### src/rtl/score_display_pkg.sv
`default_nettype none
// ============================================================================
// Module      : score_display_pkg
// Description : Shared definitions for the score display block: active-low
//               7-segment codes for decimal digits, the control FSM state
//               type and a helper giving the largest displayable value.
// Ports       : none (package)
// Revision    : 1.0 - initial release
// ============================================================================
package score_display_pkg;

   // Active-low segment patterns, bit order {g,f,e,d,c,b,a}
   localparam logic [6:0] SEG_CODE [0:9] = '{
      7'b1000000,   // 0
      7'b1111001,   // 1
      7'b0100100,   // 2
      7'b0110000,   // 3
      7'b0011001,   // 4
      7'b0010010,   // 5
      7'b0000010,   // 6
      7'b1111000,   // 7
      7'b0000000,   // 8
      7'b0010000    // 9
   };

   localparam logic [6:0] SEG_BLANK = 7'b1111111;

   typedef enum logic [1:0] {
      ST_IDLE  = 2'd0,
      ST_SHIFT = 2'd1,
      ST_LATCH = 2'd2
   } state_t;

   // 10^digits - 1, i.e. the largest value a display of that many digits shows
   function automatic logic [63:0] pow10_minus1(input int unsigned digits);
      logic [63:0] p;
      p = 64'd1;
      for (int unsigned n = 0; n < digits; n++) begin
         p = p * 64'd10;
      end
      return p - 64'd1;
   endfunction

   // Non-decimal nibbles never reach the display; show them as blank
   function automatic logic [6:0] seg_encode(input logic [3:0] d);
      if (d <= 4'd9) begin
         return SEG_CODE[d];
      end
      return SEG_BLANK;
   endfunction

endpackage
`default_nettype wire

### src/rtl/score_display_bin2bcd_serial.sv
`default_nettype none
// ============================================================================
// Module      : bin2bcd_serial
// Description : Serial shift-and-add-3 (double-dabble) binary to BCD datapath.
//               Control comes from outside; one shift per shift_en cycle.
// Ports       : clk      - clock, rising edge
//               reset_n  - asynchronous active-low reset
//               start    - capture bin_in and clear the BCD register
//               shift_en - perform one add-3 correction + left shift
//               bin_in   - binary operand (BIN_W bits)
//               bcd_out  - BCD result, DIGITS nibbles, nibble 0 = units
// Revision    : 1.0 - initial release
// ============================================================================
module bin2bcd_serial #(
   parameter int BIN_W  = 10,
   parameter int DIGITS = 3
) (
   input  logic                  clk,
   input  logic                  reset_n,
   input  logic                  start,
   input  logic                  shift_en,
   input  logic [BIN_W-1:0]      bin_in,
   output logic [4*DIGITS-1:0]   bcd_out
);

   localparam int BCD_W = 4 * DIGITS;

   logic [BIN_W-1:0] bin_sr;
   logic [BCD_W-1:0] bcd_sr;
   logic [BCD_W-1:0] bcd_adj;

   // A nibble >= 5 would become >= 10 after doubling; adding 3 first makes
   // the shift carry into the next decimal digit correctly.
   for (genvar n = 0; n < DIGITS; n++) begin : g_nibble
      assign bcd_adj[4*n +: 4] = (bcd_sr[4*n +: 4] >= 4'd5) ?
                                 (bcd_sr[4*n +: 4] + 4'd3) :
                                  bcd_sr[4*n +: 4];
   end

   always_ff @(posedge clk or negedge reset_n) begin
      if (!reset_n) begin
         bin_sr <= '0;
         bcd_sr <= '0;
      end else if (start) begin
         bin_sr <= bin_in;
         bcd_sr <= '0;
      end else if (shift_en) begin
         // {bcd, bin} shifted left as one long register
         bcd_sr <= {bcd_adj[BCD_W-2:0], bin_sr[BIN_W-1]};
         bin_sr <= bin_sr << 1;
      end
   end

   assign bcd_out = bcd_sr;

endmodule
`default_nettype wire

### src/rtl/score_display.sv
`default_nettype none
// ============================================================================
// Module      : score_display
// Description : Multi-digit active-low 7-segment score driver. A load request
//               starts a serial binary-to-BCD conversion; the result is
//               saturated to all 9s on overflow, optionally leading-zero
//               blanked and latched onto leds in one step, so the display
//               never shows intermediate values.
// Ports       : clk      - clock, rising edge
//               reset_n  - asynchronous active-low reset
//               load     - conversion request, honoured only when idle
//               value    - binary score, captured on an accepted load
//               busy     - conversion in progress
//               done     - one-cycle pulse when leds take the new pattern
//               overflow - last accepted value exceeded 10^DIGITS-1
//               leds     - digit i segments at [7i+6:7i], {g,f,e,d,c,b,a}
// Revision    : 1.0 - initial release
// ============================================================================
module score_display
   import score_display_pkg::*;
#(
   parameter int BIN_W    = 10,
   parameter int DIGITS   = 3,
   parameter bit BLANK_LZ = 1'b1
) (
   input  logic                  clk,
   input  logic                  reset_n,
   input  logic                  load,
   input  logic [BIN_W-1:0]      value,
   output logic                  busy,
   output logic                  done,
   output logic                  overflow,
   output logic [7*DIGITS-1:0]   leds
);

   localparam int               CNT_W    = $clog2(BIN_W + 1);
   localparam logic [63:0]      MAX_VAL  = pow10_minus1(DIGITS);
   localparam logic [CNT_W-1:0] CNT_INIT = CNT_W'(BIN_W);
   localparam logic [CNT_W-1:0] CNT_ONE  = CNT_W'(1);

   state_t                state;
   state_t                state_next;
   logic                  start;
   logic                  shift_en;
   logic [CNT_W-1:0]      bit_cnt;
   logic                  ovf_pend;
   logic [4*DIGITS-1:0]   bcd;
   logic [4*DIGITS-1:0]   bcd_sat;
   logic [7*DIGITS-1:0]   leds_next;
   logic                  seen_nz;

   bin2bcd_serial #(
      .BIN_W  (BIN_W),
      .DIGITS (DIGITS)
   ) u_bin2bcd (
      .clk      (clk),
      .reset_n  (reset_n),
      .start    (start),
      .shift_en (shift_en),
      .bin_in   (value),
      .bcd_out  (bcd)
   );

   // ---------------------------------------------------------------- FSM
   always_ff @(posedge clk or negedge reset_n) begin
      if (!reset_n) begin
         state <= ST_IDLE;
      end else begin
         state <= state_next;
      end
   end

   always_comb begin
      state_next = state;
      start      = 1'b0;
      shift_en   = 1'b0;
      case (state)
         ST_IDLE: begin
            if (load) begin
               start      = 1'b1;
               state_next = ST_SHIFT;
            end
         end
         ST_SHIFT: begin
            shift_en = 1'b1;
            // The edge that consumes the last bit also leaves SHIFT
            if (bit_cnt == CNT_ONE) begin
               state_next = ST_LATCH;
            end
         end
         ST_LATCH: begin
            state_next = ST_IDLE;
         end
         default: begin
            state_next = ST_IDLE;
         end
      endcase
   end

   // ------------------------------------------- bit counter, range check
   always_ff @(posedge clk or negedge reset_n) begin
      if (!reset_n) begin
         bit_cnt  <= '0;
         ovf_pend <= 1'b0;
      end else if (start) begin
         bit_cnt  <= CNT_INIT;
         // Decided once on the captured value; the BCD of an out-of-range
         // value is meaningless and gets replaced at latch time.
         ovf_pend <= (64'(value) > MAX_VAL);
      end else if (shift_en) begin
         bit_cnt  <= bit_cnt - CNT_ONE;
      end
   end

   // ------------------------------------- saturation, blanking, encoding
   assign bcd_sat = ovf_pend ? {DIGITS{4'd9}} : bcd;

   // Walk from the most significant digit down; a digit is shown once any
   // digit at or above it is non-zero. Digit 0 is always shown.
   always_comb begin
      leds_next = '1;
      seen_nz   = 1'b0;
      for (int i = DIGITS - 1; i >= 0; i--) begin
         if (bcd_sat[4*i +: 4] != 4'd0) begin
            seen_nz = 1'b1;
         end
         if (!BLANK_LZ || (i == 0) || seen_nz) begin
            leds_next[7*i +: 7] = seg_encode(bcd_sat[4*i +: 4]);
         end
      end
   end

   // ------------------------------------------------ registered outputs
   always_ff @(posedge clk or negedge reset_n) begin
      if (!reset_n) begin
         leds     <= '1;
         overflow <= 1'b0;
         done     <= 1'b0;
      end else begin
         done <= (state == ST_LATCH);
         if (state == ST_LATCH) begin
            leds     <= leds_next;
            overflow <= ovf_pend;
         end
      end
   end

   assign busy = (state != ST_IDLE);

endmodule
`default_nettype wire

### config.mk
export PLATFORM = sky130hd
export DESIGN_NAME = score_display
export DESIGN_NICKNAME = d
export VERILOG_FILES = /design/src/rtl/score_display_pkg.sv /design/src/rtl/score_display_bin2bcd_serial.sv /design/src/rtl/score_display.sv
export SDC_FILE = /design/constraint.sdc
export NUM_CORES = 1
export LEC_CHECK = 0
export BUFFER_PORTS_ARGS = -buffer_cell sky130_fd_sc_hd__buf_2
export CORE_MARGIN = 5
export CORE_UTILIZATION = 37
export CTS_CLUSTER_SIZE = 20
export DETAILED_ROUTE_END_ITERATION = 10
export MAX_ROUTING_LAYER = met4
export PLACE_DENSITY = 0.57
export REMOVE_ABC_BUFFERS = 1
export SYNTH_ARGS = -nofsm -noshare
export SYNTH_HDL_FRONTEND = slang
export SYNTH_SLANG_ARGS = --single-unit
### constraint.sdc
create_clock -name clk -period 4.1 [get_ports clk]
set_input_delay 0.82 -clock clk [delete_from_list [all_inputs] [get_ports clk]]
set_output_delay 0.82 -clock clk [all_outputs]
set_load 0.01 [all_outputs]
==> results.sh <==
export IMPL_route_detailed_drc=0
export IMPL_syn2layout_area_growth_pct=8.60
export IMPL_synth_compound_area_share_pct=24.1
export IMPL_n_antenna_cell=0
export IMPL_crit_fanout=23
export IMPL_tns_ns=0
export IMPL_io_pins=37
export IMPL_finalNetCount=348
export IMPL_synth_cell_type_count=52
export IMPL_fin_area_sq_um=3160
export IMPL_layout_min_cycle_time_ns=2.32
export IMPL_finalHoldViolations=0
export IMPL_synth_adder_area_share_pct=3.44
export IMPL_drt_iter0_markers=68
export IMPL_p_sw_w=0.00101
export IMPL_finalClockSkew_ns=0.00531
export IMPL_combPwrFrac_pct=42.6
export IMPL_cts_buffers=5
export IMPL_internal_power_w=0.00139
export IMPL_clk_latency_ns=0.30
export IMPL_synthTopCellsByCount="dfrtp_1 (31), nand2_1 (30), a21oi_1 (28)"
export IMPL_worst_slew_pin_slew_ns=1.03
export IMPL_route_final_wire_length_microns=5720
export IMPL_critPathLaunchType="flip-flop"
export IMPL_yosys_area_top_type="dfrtp_1"
export IMPL_cts_tree="done"
export IMPL_endpoint_kind="output pin"
export IMPL_maxCapViolCount=0
export IMPL_hpwlAfterDp_microns=3850
export IMPL_num_rows=32
export IMPL_core_area_sq_um=7690
export IMPL_ys_ff_latch=52
export IMPL_worstSetupPathType="reg2out"
export IMPL_fin_crit_sh_pct=56.6
export IMPL_grt_max_degree=38
export IMPL_synth_ff_type="dfrtp_1"
export IMPL_crit_required_ns=3.28
export IMPL_clockBufferDepth=2
export IMPL_yosys_warnings=0
export IMPL_cts_root_buf="clkbuf_8"
export IMPL_route_detailed_wl_per_inst_microns=13.3
export IMPL_syn_avg_cell_area_sq_um=9.42
export IMPL_synth_xor_area_share_pct=2.71
export IMPL_hp_class="reg2reg"
export IMPL_total_leakage_power_nw=1.37
export IMPL_whs_ns=0.471
export IMPL_synth_top_area_share_pct=26.7
export IMPL_drv_slew=0
export IMPL_setup_violations=0
export IMPL_start_util_pct=37.9
export IMPL_die_w_microns=98.7
export IMPL_yosys_area_share_simple_pct=17.0
export IMPL_synthCells=309
export IMPL_gp_congestion=0.796
export IMPL_status="complete, no violations"
export IMPL_drive_gt1_share_pct=24.1
export IMPL_cts_sinks=52
export IMPL_post_cts_resized=0
export IMPL_grt_pass1_vias=2158
export IMPL_vias=2214
export IMPL_first_pass_iters=4
export IMPL_viasPerCell=5.15
export IMPL_synth_mux_area_fraction_pct=0.688
export IMPL_synthArstFlopShare_pct=100
export IMPL_grt_pass1_wl_microns=10300
export IMPL_synth_edff_count=0
export IMPL_pwr_share_clk_pct=12.6
export IMPL_numPortBuffers=36
export IMPL_globalRouteOverflowTotal=0
export IMPL_placed_cell_area_sq_um=3070
export IMPL_max_slew_margin_pct=31.0
export IMPL_grt_util_all_layers_pct=12.9
export IMPL_sequentialPowerShare_pct=44.9
export IMPL_cts_setup_buffers=0
export IMPL_syn_area_sq_um=2910
export IMPL_fillers=817
export IMPL_peakVddDrop_uv=200
export IMPL_switching_share_pct=42.0
export IMPL_dieArea_sq_um=9740
export IMPL_antenna_found_initial=0
export IMPL_p_per_area_nw_per_um2=758
export IMPL_cp_arrival_ns=1.50
export IMPL_synth_seq_area_share_pct=45.6
export IMPL_clkSlewWorstSetupHoldPaths_ns=0.09
export IMPL_holdBufCountCts=0
export IMPL_netlist_top_cells_area="dfrtp_1 (27%), dfstp_2 (19%), a21oi_1 (4.8%), nand2_1 (3.9%), ha_1 (3.4%)"
export IMPL_die_h_microns=98.7
export IMPL_grt_setup_unrepaired="false"
export IMPL_ant_nets=0
export IMPL_synth_top_family_by_area="compound AO/OA/AOI/OAI gates"
export IMPL_synth_most_common_cell="dfrtp_1"
export IMPL_fmaxAchievable_ghz=0.431
export IMPL_htree_num_levels=2
-- power groups by stage --
stage / logic (W) / clock network, W / registers, W
CTS: 0.00103 / 0.000316 / 0.00108
floorplan: 0.000768 / 0 / 0.00105
global route: 0.00117 / 0.000329 / 0.00113
global placement: 0.00101 / 0 / 0.00108
detailed placement: 0.00103 / 0 / 0.00109
finish: 0.00102 / 0.000301 / 0.00107
-- cell type report --
| type | count | area, sq um | share of cell area [%] |
|---|---|---|---|
| clock buffers | 8 | 90.1 | 2.85 |
| inverters | 9 | 33.8 | 1.07 |
| multi-input cells | 222 | 1390 | 44.1 |
| flip-flops and latches | 52 | 1330 | 42.0 |
| well taps | 102 | 128 | 4.04 |
| repair buffers | 37 | 188 | 5.94 |
-- metrics by stage --
step                      worst slack, ns  power, W  std cells  util (%)
after CTS                            1.74   0.00243        430      41.1
after global routing                 1.62   0.00262        430      41.1
after detailed placement             1.84   0.00212        422      39.9
after global placement               1.85   0.00209        422      39.9
final                                1.78   0.00239        430      41.1
after floorplan                      2.37   0.00182        283         -
-- cell families after synthesis --
family / Yosys count
xor+xnor: 9
fa+ha+maj: 8
buf+inv: 35
mux: 2
simple gates: 96
flops: 52
compound gates: 107
-- layer usage --
layer  up-vias  track usage, %  wire (microns)
li1       1123               -               -
met1      1056            17.3            2830
met2        28            20.1            2640
met3         7            2.62             185
met4         0            3.47              70
met5         -               -               0
-- path summary, 6_finish.rpt --
| check | from | endpoint | slack (ns) | cells past startpoint |
|---|---|---|---|---|
| worst min-delay path | leds[4]$_DFFE_PN1P_ | leds[4]$_DFFE_PN1P_ | 0.47 | 2 |
| worst max-delay path | state[0]$_DFFE_PN0P_ | busy | 1.78 | 2 |
| max in group asynchronous | reset_n | leds[3]$_DFFE_PN1P_ | 2.69 | 2 |
| worst max register to register | state[1]$_DFFE_PN0P_ | leds[12]$_DFFE_PN1P_ | 1.84 | 5 |
| min in group asynchronous | reset_n | u_bin2bcd.bcd_out[6]$_DFFE_PN0P_ | 0.62 | 1 |
| worst min register to register | leds[4]$_DFFE_PN1P_ | leds[4]$_DFFE_PN1P_ | 0.47 | 2 |
-- placed cells by master, fill, tap and decap left out, types with 10 or more instances in the layout --
cell,n
buf_2,36
dfrtp_1,31
nand2_1,30
a21oi_1,28
nor2_1,25
dfstp_2,21
o21ai_1,20
o21ai_0,13
nor2b_1,12
a22o_1,10
-- critical path: stages (launching register included) --
cell	delay (ns)
dfrtp_1	0.65
or2_2	0.41
buf_2	0.14
-- state kept, by name, indices dropped and copies added, names as in the netlist --
name               count
leds                  21
u_bin2bcd.bcd_out     12
u_bin2bcd.bin_sr      10
bit_cnt                4
state                  2
done                   1
overflow               1
ovf_pend               1
(Power assumes the default switching activity.)
